File: src/rtl/rx_iq_pkg.sv
// Shared types and constants for the RX IQ elastic buffer.
// No logic of its own; latency and backpressure live in the users of these types.
package rx_iq_pkg;

   typedef enum logic {
      ST_PRIME = 1'b0,
      ST_RUN   = 1'b1
   } iq_state_e;

   localparam logic [3:0] RX_IQ_READ_CMD = 4'd4;
   localparam int         DEPTH_LOG2_DEF = 4;
   localparam int         IQ_WIDTH_DEF   = 16;

   function automatic logic [7:0] sat_inc8(input logic [7:0] v);
      return (v == 8'hFF) ? v : v + 8'd1;
   endfunction

endpackage

File: src/rtl/iq_fifo_mem.sv
// Register file for packed {I,Q} pairs: synchronous write, asynchronous read.
// Read data is combinational from rd_addr; write lands on the next edge; no backpressure.
module iq_fifo_mem #(
   parameter int DEPTH_LOG2 = 4,
   parameter int WIDTH      = 32
) (
   input  logic                  clk_in,
   input  logic                  wr_en,
   input  logic [DEPTH_LOG2-1:0] wr_addr,
   input  logic [WIDTH-1:0]      wr_dat,
   input  logic [DEPTH_LOG2-1:0] rd_addr,
   output logic [WIDTH-1:0]      rd_dat
);

   logic [WIDTH-1:0] mem_q [2**DEPTH_LOG2];

   always_ff @(posedge clk_in) begin
      if (wr_en) begin
         mem_q[wr_addr] <= wr_dat;
      end
   end

   assign rd_dat = mem_q[rd_addr];

endmodule

File: src/rtl/rx_iq_buffer.sv
// Elastic buffer from DDC output to the STM32 nibble interface; one untorn pair per read_req.
// Pop latency 1 cycle (outputs held in registers); pairs arriving while full are dropped and counted.
module rx_iq_buffer
   import rx_iq_pkg::*;
#(
   parameter int DEPTH_LOG2  = DEPTH_LOG2_DEF,
   parameter int IQ_WIDTH    = IQ_WIDTH_DEF,
   parameter int PRIME_LEVEL = 4
) (
   input  logic                  clk_in,
   input  logic                  reset_n,
   input  logic [IQ_WIDTH-1:0]   I_in,
   input  logic [IQ_WIDTH-1:0]   Q_in,
   input  logic                  iq_valid,
   input  logic                  read_req,
   input  logic                  flush,
   input  logic                  ovf_clear,
   output logic [IQ_WIDTH-1:0]   I_out,
   output logic [IQ_WIDTH-1:0]   Q_out,
   output logic                  sample_fresh,
   output logic [DEPTH_LOG2:0]   fifo_level,
   output logic                  overflow,
   output logic                  underrun,
   output logic [7:0]            ovf_count
);

   localparam int                  DEPTH     = 2**DEPTH_LOG2;
   localparam logic [DEPTH_LOG2:0] FULL_LVL  = (DEPTH_LOG2+1)'(DEPTH);
   localparam logic [DEPTH_LOG2:0] PRIME_LVL = (DEPTH_LOG2+1)'(PRIME_LEVEL);
   localparam logic [DEPTH_LOG2:0] LVL_ONE   = (DEPTH_LOG2+1)'(1);
   localparam logic [DEPTH_LOG2-1:0] PTR_ONE = (DEPTH_LOG2)'(1);

   iq_state_e             state_q, state_d;
   logic [DEPTH_LOG2-1:0] wr_ptr_q, wr_ptr_d;
   logic [DEPTH_LOG2-1:0] rd_ptr_q, rd_ptr_d;
   logic [DEPTH_LOG2:0]   level_q, level_d;
   logic [IQ_WIDTH-1:0]   i_out_q, i_out_d;
   logic [IQ_WIDTH-1:0]   q_out_q, q_out_d;
   logic                  fresh_q, fresh_d;
   logic                  ovf_q, ovf_d;
   logic                  und_q, und_d;
   logic [7:0]            cnt_q, cnt_d;

   logic                  full, empty;
   logic                  pop, push, drop, und_evt;
   logic [2*IQ_WIDTH-1:0] rd_dat;

   iq_fifo_mem #(
      .DEPTH_LOG2 (DEPTH_LOG2),
      .WIDTH      (2*IQ_WIDTH)
   ) u_mem (
      .clk_in  (clk_in),
      .wr_en   (push),
      .wr_addr (wr_ptr_q),
      .wr_dat  ({I_in, Q_in}),
      .rd_addr (rd_ptr_q),
      .rd_dat  (rd_dat)
   );

   // flush suppresses every event in its cycle, including drops and underruns
   always_comb begin
      full    = (level_q == FULL_LVL);
      empty   = (level_q == '0);
      pop     = !flush && read_req && (state_q == ST_RUN) && !empty;
      push    = !flush && iq_valid && (!full || pop);
      drop    = !flush && iq_valid && full && !pop;
      und_evt = !flush && read_req && !pop;
   end

   always_comb begin
      wr_ptr_d = wr_ptr_q;
      rd_ptr_d = rd_ptr_q;
      level_d  = level_q;
      if (flush) begin
         wr_ptr_d = '0;
         rd_ptr_d = '0;
         level_d  = '0;
      end else begin
         if (push) wr_ptr_d = wr_ptr_q + PTR_ONE;
         if (pop)  rd_ptr_d = rd_ptr_q + PTR_ONE;
         case ({push, pop})
            2'b10:   level_d = level_q + LVL_ONE;
            2'b01:   level_d = level_q - LVL_ONE;
            default: level_d = level_q;
         endcase
      end
   end

   always_ff @(posedge clk_in or negedge reset_n) begin
      if (!reset_n) begin
         state_q <= ST_PRIME;
      end else begin
         state_q <= state_d;
      end
   end

   // priming looks at the post-write level so the 4th write itself arms RUN
   always_comb begin
      state_d = state_q;
      if (flush) begin
         state_d = ST_PRIME;
      end else begin
         case (state_q)
            ST_PRIME: if (level_d >= PRIME_LVL) state_d = ST_RUN;
            ST_RUN:   if (und_evt)              state_d = ST_PRIME;
            default:  state_d = ST_PRIME;
         endcase
      end
   end

   always_comb begin
      i_out_d = i_out_q;
      q_out_d = q_out_q;
      fresh_d = fresh_q;
      if (pop) begin
         i_out_d = rd_dat[2*IQ_WIDTH-1:IQ_WIDTH];
         q_out_d = rd_dat[IQ_WIDTH-1:0];
      end
      if (read_req && !flush) begin
         fresh_d = pop;
      end
   end

   // a same-cycle event beats ovf_clear
   always_comb begin
      ovf_d = ovf_q;
      und_d = und_q;
      cnt_d = cnt_q;
      if (ovf_clear) begin
         ovf_d = 1'b0;
         und_d = 1'b0;
         cnt_d = 8'd0;
      end
      if (drop) begin
         ovf_d = 1'b1;
         cnt_d = ovf_clear ? 8'd1 : sat_inc8(cnt_q);
      end
      if (und_evt) begin
         und_d = 1'b1;
      end
   end

   always_ff @(posedge clk_in or negedge reset_n) begin
      if (!reset_n) begin
         wr_ptr_q <= '0;
         rd_ptr_q <= '0;
         level_q  <= '0;
         i_out_q  <= '0;
         q_out_q  <= '0;
         fresh_q  <= 1'b0;
         ovf_q    <= 1'b0;
         und_q    <= 1'b0;
         cnt_q    <= 8'd0;
      end else begin
         wr_ptr_q <= wr_ptr_d;
         rd_ptr_q <= rd_ptr_d;
         level_q  <= level_d;
         i_out_q  <= i_out_d;
         q_out_q  <= q_out_d;
         fresh_q  <= fresh_d;
         ovf_q    <= ovf_d;
         und_q    <= und_d;
         cnt_q    <= cnt_d;
      end
   end

   assign I_out        = i_out_q;
   assign Q_out        = q_out_q;
   assign sample_fresh = fresh_q;
   assign fifo_level   = level_q;
   assign overflow     = ovf_q;
   assign underrun     = und_q;
   assign ovf_count    = cnt_q;

endmodule

File: config.mk
export PLATFORM = sky130hd
export DESIGN_NAME = rx_iq_buffer
export DESIGN_NICKNAME = d
export VERILOG_FILES = /design/src/rtl/rx_iq_pkg.sv /design/src/rtl/iq_fifo_mem.sv /design/src/rtl/rx_iq_buffer.sv
export SDC_FILE = /design/constraint.sdc
export NUM_CORES = 1
export LEC_CHECK = 0
export ABC_CLOCK_PERIOD_IN_PS = 2400
export CORE_ASPECT_RATIO = 0.7
export CORE_MARGIN = 5
export CORE_UTILIZATION = 40
export DETAILED_ROUTE_END_ITERATION = 10
export PLACE_DENSITY_LB_ADDON = 0.3
export SYNTH_ARGS = -nofsm -noshare
export SYNTH_HDL_FRONTEND = slang
export SYNTH_SLANG_ARGS = --single-unit
File: constraint.sdc
create_clock -name clk_in -period 2.4 [get_ports clk_in]
set_input_delay 0.24 -clock clk_in [delete_from_list [all_inputs] [get_ports clk_in]]
set_output_delay 0.24 -clock clk_in [all_outputs]
set_load 0.01 [all_outputs]
==> impl_metrics.toml <==
[floorplanning]
core_region_area_sq_um = 53900
die_area_sq_um = 59500
fp.dieH_microns = 206
start_util_pct = 40.6
rows = 71
io_pins = 86
die_x_microns = 290

[placement]
port_buffers = 85
dp.final_hpwl_microns = 29600
post-place-ws_ns = -0.194
place_area_sq_um = 24700
gp_congestion = 0.772

[worst_setup_path]
critPathLaunchType = "flop"
critPathArrivalTime_ns = 2.91
crit_fanout = 3
endpoint_kind = "flop"
path_class = "flop to flop"
critPathRequiredTime_ns = 2.88

[yosys]
synth_area_leaders = "edfxtp_1 70%, mux4_2 16%, dfrtp_1 6.5%, nand2_1 1.9%, clkbuf_1 0.55%"
synth.distinct_cells = 40
ys_warn_count = 0
ys_top_cells_by_count = "512 x edfxtp_1, 160 x mux4_2, 113 x nand2_1"
synthesis.area_sq_um = 21900
synthCells = 1019
syn_avg_cell_area_sq_um = 21.5
synthArstFlopShare_pct = 10.0
synthFlopType = "edfxtp_1"
yosys.area.top_type_share_pct = 70.3
synthesis.nets = 1064
yosys.area.top_type = "edfxtp_1"
synth_edf_count = 512
synth_seq_cells = 569
yosysSeqAreaShare_pct = 76.8
synth_most_common_cell = "edfxtp_1"

[clock_network]
cts_sinks = 569
clk_latency_ns = 0.58
cts_buffers = 53
cts.htree.levels = 2
cts_tree = "yes"
clk_pin_slew_ns = 0.07
clockBufferDepth = 3
cts-root-buf = "clkbuf_16"

[timing]
slew_viol_final = 0
fin_ws_ns = -0.0249
rsz0062_at_grt = "yes"
fin_crit_sh_pct = 101
max_slew.worst_pin.slew_ns = 0.745
setup_viol = 1
fin_crit_ns = 2.42
fmax_mhz = 412
relSlewSlack_pct = 50.3
clock_skew_ns = 0.0164
hold_viol_final = 0

[layout]
fill_cells = 4369
fin_nets = 1243
diodes = 0
synthToLayoutAreaGrowth_pct = 21.1
stdcell_area_sq_um = 26500
drive_gt1_share_pct = 29.0

[run_status]
status = "complete, but fails checks"
violations = "negative setup slack"

[drt]
wl_per_cell_microns = 24.2
dr.pass1.iters = 5
drc = 0
routed_via_density = 5.30
drt_iter0_drc = 803
drtAntennaViolNets = 0
vias = 10400
finalWirelength_microns = 47700

[global_routing]
antenna_found_initial = 1
first_global_vias = 10700
grt_first_pass_wirelength_microns = 70700
grt_usage_pct = 16.0
overflow = 0
grt_max_degree = 48

[pwr]
power_uw = 19700
max-vdd-ir-drop_mv = 0.549
cellLeakagePower_uw = 0.00859
power.density_nw_per_um2 = 744

[job]
drv_cap = 0

[worst_hold_path]
hold_class = "input pin to asynchronous set/reset pin"
-- cell type report --
type / instances / area (sq um) / area share (%)
Clock buffer: 73 / 1500 / 5.67
Clock inverter: 26 / 234 / 0.884
Tap cell: 730 / 913 / 3.45
Timing Repair Buffer: 175 / 2090 / 7.89
Inverter: 8 / 30.0 / 0.113
Multi-Input combinational cell: 391 / 4900 / 18.5
Sequential cell: 569 / 16800 / 63.5
-- routing by layer --
layer | global-route usage [%] | share of wire [%]
met1 | 24.1 | 46
met5 | 0 | 0.027
met3 | 3.31 | 5.9
met2 | 25.0 | 47
met4 | 2.63 | 1.2
-- placed cells by master (no fill, tap or decap), types with 8 or more instances in the layout --
cell type,instances
xor2_1,9
buf_12,45
and2_2,12
dfrtp_1,53
inv_1,8
edfxtp_1,512
nor2_1,25
buf_4,45
nand2_1,113
clkbuf_1,11
mux4_2,160
clkbuf_8,8
nand3_1,9
clkbuf_16,54
clkinv_1,11
clkdlybuf4s50_1,84
-- critical path: stages, from the launching register on --
cell,delay (ns)
dfrtp_1,0.38
or4_4,0.57
o21ai_4,0.18
xnor2_2,0.13
ha_2,0.22
nor2_2,0.04
o2111a_1,0.13
o2111ai_2,0.17
mux2i_1,0.24
nor2_1,0.06
a311oi_1,0.20
-- power by group --
part	total [uW]	switching [uW]	internal (uW)
clock network	8280	3560	4710
logic	518	308	210
registers	10900	28.3	10900
total	19700	3900	15800
-- stage by stage --
step                TNS [ns]  std cells  utilization [%]  hold slack (ns)
global route          -0.147       1972             49.1            0.323
global placement      -18.68       1870             45.8            0.353
detailed placement    -23.31       1870             45.8            0.354
floorplan             -0.107       1019                -          -0.0556
finish               -0.0249       1972             49.1            0.267
CTS                  -0.0347       1971             49.1            0.273
-- sequential cells by signal, summed over array words and instances, names as in the netlist --
signal / flops
fifo_level: 5
I_out: 16
sample_fresh: 1
wr_ptr_q: 4
state_q: 1
rd_ptr_q: 4
underrun: 1
Q_out: 16
overflow: 1
u_mem.mem_q: 512
ovf_count: 8
-- path summary, 6_finish.rpt --
check | startpoint | to | slack, ns | cells past startpoint
setup / recovery | fifo_level[3] | state_q | -0.02 | 10
hold / removal | reset_n | fifo_level[0] | 0.27 | 2
setup reg to reg | fifo_level[3] | state_q | -0.02 | 10
hold reg to reg | Q_out[9] | Q_out[9] | 0.48 | 2
max in group asynchronous | reset_n | Q_out[15] | 1.51 | 3
min in group clk_in | flush | rd_ptr_q[0] | 0.44 | 3
-- kinds of logic after synthesis --
group                      share of synthesized area, %
buffers and inverters                              1.08
and+or+nand+nor                                    3.82
DFF                                                76.8
AOI/OAI and AO/OA                                 0.480
muxes                                              16.9
xor gates and xnor gates                          0.561
adders and majority gates                         0.400
-- repair_timing --
| action | CTS | global route |
|---|---|---|
| buffers inserted | 1 | 1 |
| hold buffers | 1 | 0 |
| resized for setup | 2 | 0 |
| pin swaps | 4 | 1 |
| endpoints found under the hold margin | 45 | 0 |
| setup endpoints to repair | 1 | 1 |
Note: power is estimated with default switching activity, not from simulation.
